### config.mk
export PLATFORM = sky130hd
export DESIGN_NAME = cmp_sequencer
export DESIGN_NICKNAME = d
export VERILOG_FILES = /design/src/rtl/cmp_sequencer.sv
export SDC_FILE = /design/constraint.sdc
export NUM_CORES = 1
export LEC_CHECK = 0
export BUFFER_PORTS_ARGS = -buffer_cell sky130_fd_sc_hd__buf_2
export CAP_MARGIN = 30
export CORE_MARGIN = 3
export CORE_UTILIZATION = 33
export DETAILED_ROUTE_END_ITERATION = 8
export PLACE_DENSITY = 0.57
export SYNTH_ARGS = -nofsm -noshare
export SYNTH_HDL_FRONTEND = slang
export SYNTH_SLANG_ARGS = --single-unit
### constraint.sdc
create_clock -name clk -period 3.7 [get_ports clk]
set_input_delay 0.185 -clock clk [delete_from_list [all_inputs] [get_ports clk]]
set_output_delay 0.185 -clock clk [all_outputs]
set_load 0.01 [all_outputs]
### src/rtl/cmp_sequencer.sv
// Multi-byte compare controller: walks two latched NBYTES-wide operands MSB-first
// through one shared 8-bit comparator, stopping at the first differing byte.
// Latency: k edges from accept to done (k = bytes examined, 1..NBYTES); start ignored while busy.

// 8-bit magnitude comparator; i_sign selects two's-complement ordering.
module comparator (
   input  logic [7:0] i_a,
   input  logic [7:0] i_b,
   input  logic       i_sign,
   output logic       o_eq,
   output logic       o_lt,
   output logic       o_gt
);

   logic [7:0] w_a_adj;
   logic [7:0] w_b_adj;

   // Flipping the MSB maps signed ordering onto unsigned ordering.
   always_comb begin
      w_a_adj = {i_a[7] ^ i_sign, i_a[6:0]};
      w_b_adj = {i_b[7] ^ i_sign, i_b[6:0]};
      o_eq    = (i_a == i_b);
      o_lt    = (w_a_adj < w_b_adj);
      o_gt    = (w_a_adj > w_b_adj);
   end

endmodule

module cmp_sequencer #(
   parameter int NBYTES = 4
) (
   input  logic                clk,
   input  logic                rst_n,
   input  logic                start,
   input  logic                sign,
   input  logic                abort,
   input  logic [8*NBYTES-1:0] a_bus,
   input  logic [8*NBYTES-1:0] b_bus,
   output logic                busy,
   output logic                done,
   output logic                eq,
   output logic                lt,
   output logic                gt
);

   localparam int IW = (NBYTES > 1) ? $clog2(NBYTES) : 1;
   localparam logic [IW-1:0] IDX_TOP = IW'(NBYTES - 1);

   typedef enum logic {
      S_IDLE = 1'b0,
      S_CMP  = 1'b1
   } state_t;

   state_t              r_state;
   logic [8*NBYTES-1:0] r_a;
   logic [8*NBYTES-1:0] r_b;
   logic                r_sign;
   logic [IW-1:0]       r_idx;
   logic                r_done;
   logic                r_eq;
   logic                r_lt;
   logic                r_gt;

   state_t              w_state_nxt;
   logic [8*NBYTES-1:0] w_a_nxt;
   logic [8*NBYTES-1:0] w_b_nxt;
   logic                w_sign_nxt;
   logic [IW-1:0]       w_idx_nxt;
   logic                w_done_nxt;
   logic                w_eq_nxt;
   logic                w_lt_nxt;
   logic                w_gt_nxt;

   logic [7:0]          w_a_byte;
   logic [7:0]          w_b_byte;
   logic                w_byte_sign;
   logic                w_byte_eq;
   logic                w_byte_lt;
   logic                w_byte_gt;

   // Select the current byte; only the most significant byte carries the sign bit.
   always_comb begin
      w_a_byte    = r_a[{r_idx, 3'b000} +: 8];
      w_b_byte    = r_b[{r_idx, 3'b000} +: 8];
      w_byte_sign = r_sign & (r_idx == IDX_TOP);
   end

   comparator u_comparator (
      .i_a    (w_a_byte),
      .i_b    (w_b_byte),
      .i_sign (w_byte_sign),
      .o_eq   (w_byte_eq),
      .o_lt   (w_byte_lt),
      .o_gt   (w_byte_gt)
   );

   // Next-state and result logic; done defaults low so it only ever lasts one cycle.
   always_comb begin
      w_state_nxt = r_state;
      w_a_nxt     = r_a;
      w_b_nxt     = r_b;
      w_sign_nxt  = r_sign;
      w_idx_nxt   = r_idx;
      w_done_nxt  = 1'b0;
      w_eq_nxt    = r_eq;
      w_lt_nxt    = r_lt;
      w_gt_nxt    = r_gt;

      case (r_state)
         S_IDLE: begin
            if (start) begin
               w_a_nxt     = a_bus;
               w_b_nxt     = b_bus;
               w_sign_nxt  = sign;
               w_idx_nxt   = IDX_TOP;
               w_eq_nxt    = 1'b0;
               w_lt_nxt    = 1'b0;
               w_gt_nxt    = 1'b0;
               w_state_nxt = S_CMP;
            end
         end
         S_CMP: begin
            if (abort) begin
               // Cancelled compares leave the flags cleared and produce no done.
               w_state_nxt = S_IDLE;
            end else if (!w_byte_eq) begin
               w_lt_nxt    = w_byte_lt;
               w_gt_nxt    = w_byte_gt;
               w_eq_nxt    = 1'b0;
               w_done_nxt  = 1'b1;
               w_state_nxt = S_IDLE;
            end else if (r_idx == '0) begin
               w_eq_nxt    = 1'b1;
               w_lt_nxt    = 1'b0;
               w_gt_nxt    = 1'b0;
               w_done_nxt  = 1'b1;
               w_state_nxt = S_IDLE;
            end else begin
               w_idx_nxt   = r_idx - 1'b1;
            end
         end
         default: begin
            w_state_nxt = S_IDLE;
         end
      endcase
   end

   // State and datapath registers with asynchronous clear.
   always_ff @(posedge clk or negedge rst_n) begin
      if (!rst_n) begin
         r_state <= S_IDLE;
         r_a     <= '0;
         r_b     <= '0;
         r_sign  <= 1'b0;
         r_idx   <= '0;
         r_done  <= 1'b0;
         r_eq    <= 1'b0;
         r_lt    <= 1'b0;
         r_gt    <= 1'b0;
      end else begin
         r_state <= w_state_nxt;
         r_a     <= w_a_nxt;
         r_b     <= w_b_nxt;
         r_sign  <= w_sign_nxt;
         r_idx   <= w_idx_nxt;
         r_done  <= w_done_nxt;
         r_eq    <= w_eq_nxt;
         r_lt    <= w_lt_nxt;
         r_gt    <= w_gt_nxt;
      end
   end

   // Outputs come straight from registers.
   always_comb begin
      busy = (r_state == S_CMP);
      done = r_done;
      eq   = r_eq;
      lt   = r_lt;
      gt   = r_gt;
   end

endmodule

==> flow_summary.json <==
{
  "yosys.area.top_type": "dfrtp_1",
  "drtIter0Drc": 106,
  "cp.depth": 6,
  "grt_pass1_wl_mm": 12.4,
  "ir_worst_vdd_mv": 0.183,
  "portBuffers": 73,
  "clockPowerShare_pct": 31.5,
  "die_y_um": 108,
  "firstDrtPassIters": 5,
  "ys_warn_count": 0,
  "fin_tns_setup_ns": 0,
  "clock-skew-final_ns": 0.0129,
  "slew_headroom_pct": 39.9,
  "synth_edf_count": 0,
  "syn_nets": 443,
  "die-area_um2": 11700,
  "dp_hpwl_mm": 5.70,
  "cts_tree": "yes",
  "clk_latency_ns": 0.35,
  "rr_startpoint": "r_idx[1]$_DFFE_PN0P_",
  "clock_path_buffers": 2,
  "wire_per_inst_um": 13.6,
  "grt_max_degree": 73,
  "period_needed_ns": 2.67,
  "switchingPower_uw": 533,
  "p_int_uw": 1360,
  "synth_cell_types": 33,
  "nNetsFinal": 514,
  "p_leak_uw": 0.00224,
  "maxCapViolations": 0,
  "cp-endpoint": "lt$_DFFE_PN0P_",
  "fmax_mhz": 375,
  "powerDensity_nw_per_um2": 456,
  "worstSetupStartpointType": "flip-flop",
  "ys_seq_area_share_pct": 52.2,
  "antenna_found_initial": 0,
  "critPathBufInv": 0,
  "drtAntennaViolNets": 0,
  "setup_viol": 0,
  "path_class": "flip-flop to flip-flop",
  "vias_per_cell": 4.55,
  "globalplace.congestion": 0.772,
  "start_util_pct": 34.7,
  "overflow": 0,
  "rsz0062_at_grt": "false",
  "diodes": 0,
  "ys_ff_latch": 72,
  "synth-main-ff-cell": "dfrtp_1",
  "cts_root_buf": "clkbuf_8",
  "p_seq_share_pct": 50.6,
  "cp-end-kind": "flip-flop",
  "finalHoldViolCount": 0,
  "p_total_uw": 1890,
  "worstPathArrival_ns": 2.96,
  "swShare_pct": 28.2,
  "timing.final.ws_setup_ns": 1.03,
  "rows": 36,
  "crit_path_start": "r_idx[1]$_DFFE_PN0P_",
  "ios": 74,
  "cp_top_family": "flip-flops",
  "cpPeakStageDelay_ns": 0.85,
  "dp_slack_ns": 1.08,
  "synthCells": 365,
  "slowest_stage": "dfrtp_1",
  "status": "completed",
  "syn_area_um2": 3450,
  "syn_to_final_growth_pct": 20.1,
  "r2r_slack_ns": 1.03,
  "p_comb_share_pct": 17.9,
  "hold_class": "input port to flip-flop",
  "drive_gt1_share_pct": 24.9,
  "crit_fanout": 18,
  "tightest_slew_ns": 0.901,
  "worstReg2RegEnd": "lt$_DFFE_PN0P_",
  "core_area_um2": 9950,
  "drc_errors": 0,
  "ff2ff_path_depth": 6,
  "finalCritPeriodShare_pct": 72.1,
  "finalMaxSlewViolations": 0,
  "clk_pin_slew_worst_paths_ns": 0.08,
  "synthArstFlopShare_pct": 100,
  "grt_pass1_vias": 2592,
  "cp_data_required_time_ns": 3.99,
  "cts-htree-levels": 3,
  "avgSynthCellArea_um2": 9.46,
  "cts_buffers": 9,
  "synth_area_leaders": "dfrtp_1 (52%), nand2_1 (21%), mux4_2 (9.8%)",
  "die_w_um": 108,
  "synth_top_area_share_pct": 52.2,
  "num_vias": 2610,
  "track_usage_pct": 13.9,
  "cts_setup_buffers": 0,
  "wl_mm": 7.81,
  "cts.sinks": 72,
  "post-route-util_pct": 41.7,
  "cp_cell_sequence": "mux4_2, ha_1, nand3_1, o41ai_2, and3_1, a31o_1"
}
cell usage in the layout (no fill, tap or decap), drive strengths merged, types with 2 or more instances in the layout:
cell type / instances
buf: 76
nand2b: 3
dfrtp: 72
dlygate4sd3: 2
clkinvlp: 3
clkbuf: 11
nor2: 2
nor2b: 4
xor2: 4
mux4: 17
and3: 2
o211ai: 2
inv: 12
a21o: 2
a21oi: 6
nand3: 3
o21a: 2
ha: 9
nand2: 196
power by group through the flow:
stage               Sequential (uW)  Clock [uW]  Combinational (uW)
floorplan                       946           0                 233
global placement                973           0                 330
detailed placement              974           0                 341
CTS                             959         616                 344
global route                    969         659                 387
finish                          958         596                 339
kinds of logic (layout without fill, tap and decap cells):
kind of cell / after synthesis / in the layout / share of synthesized area (%)
multiplexers: 17 / 17 / 11.3
buffers and inverters: 30 / 106 / 3.70
XOR/XNOR: 4 / 4 / 1.01
AO/OA/AOI/OAI: 18 / 18 / 3.77
flip-flops: 72 / 72 / 52.2
adder cells (fa/ha/maj): 9 / 9 / 3.26
AND/OR/NAND/NOR: 215 / 215 / 24.8
tightest hold or removal path: cells and delay by family:
kind	cells	cell delay, ns
simple gates	2	0.08
buf+inv	1	0.07
flip-flops by register name (all words and copies together), names as in the netlist:
signal / count
r_a: 32
done: 1
r_b: 32
gt: 1
eq: 1
busy: 1
lt: 1
r_sign: 1
r_idx: 2
worst min path at each step:
stage | cells past startpoint | slack (ns) | start | end
2_1_floorplan | 0 | -0.11 | rst_n | busy$_DFF_PN0_
3_3_place_gp | 1 | 0.37 | rst_n | r_a[10]$_DFFE_PN0P_
3_5_place_dp | 1 | 0.37 | rst_n | r_a[9]$_DFFE_PN0P_
4_1_cts | 3 | 0.004 | b_bus[24] | r_b[24]$_DFFE_PN0P_
5_1_grt | 3 | 0.006 | b_bus[28] | r_b[28]$_DFFE_PN0P_
6_report | 3 | 0.02 | a_bus[20] | r_a[20]$_DFFE_PN0P_
cell usage after synthesis (all sizes together) (3+ instances only):
master / number
a21oi: 6
buf: 4
clkbuf: 14
dfrtp: 72
ha: 9
inv: 12
mux4: 17
nand2: 196
nand2b: 3
nand3: 3
nor2b: 4
xor2: 4
what timing repair did:
| item | 4_1_cts | 5_1_grt |
|---|---|---|
| endpoints found under the hold margin | 71 | 1 |
| hold buffers | 1 | 1 |
| gates resized for setup | 0 | 0 |
metrics by stage:
| stage | cell area [um2] | hold WS, ns | cells |
|---|---|---|---|
| detailed placement | 3940 | 0.365 | 556 |
| floorplan | 3450 | -0.111 | 365 |
| CTS | 4140 | 0.00437 | 573 |
| finish | 4150 | 0.0226 | 574 |
| global placement | 3940 | 0.370 | 556 |
| global route | 4150 | 0.00573 | 574 |
area by class of cell:
type	instances	area [um2]
fill	992	5810
inverter	12	47.5
tap	133	166
multi-input combinational	263	1530
clock buffer	11	131
clock inverter	5	57.6
timing repair buffer	78	410
sequential	72	1800
routing by layer:
| layer | wire length (um) | track usage, % |
|---|---|---|
| met1 | 3700 | 18.4 |
| met2 | 3660 | 21.7 |
| met3 | 397 | 4.96 |
| met4 | 50 | 3.79 |
| met5 | 0 | 0 |
(Power assumes the default switching activity.)
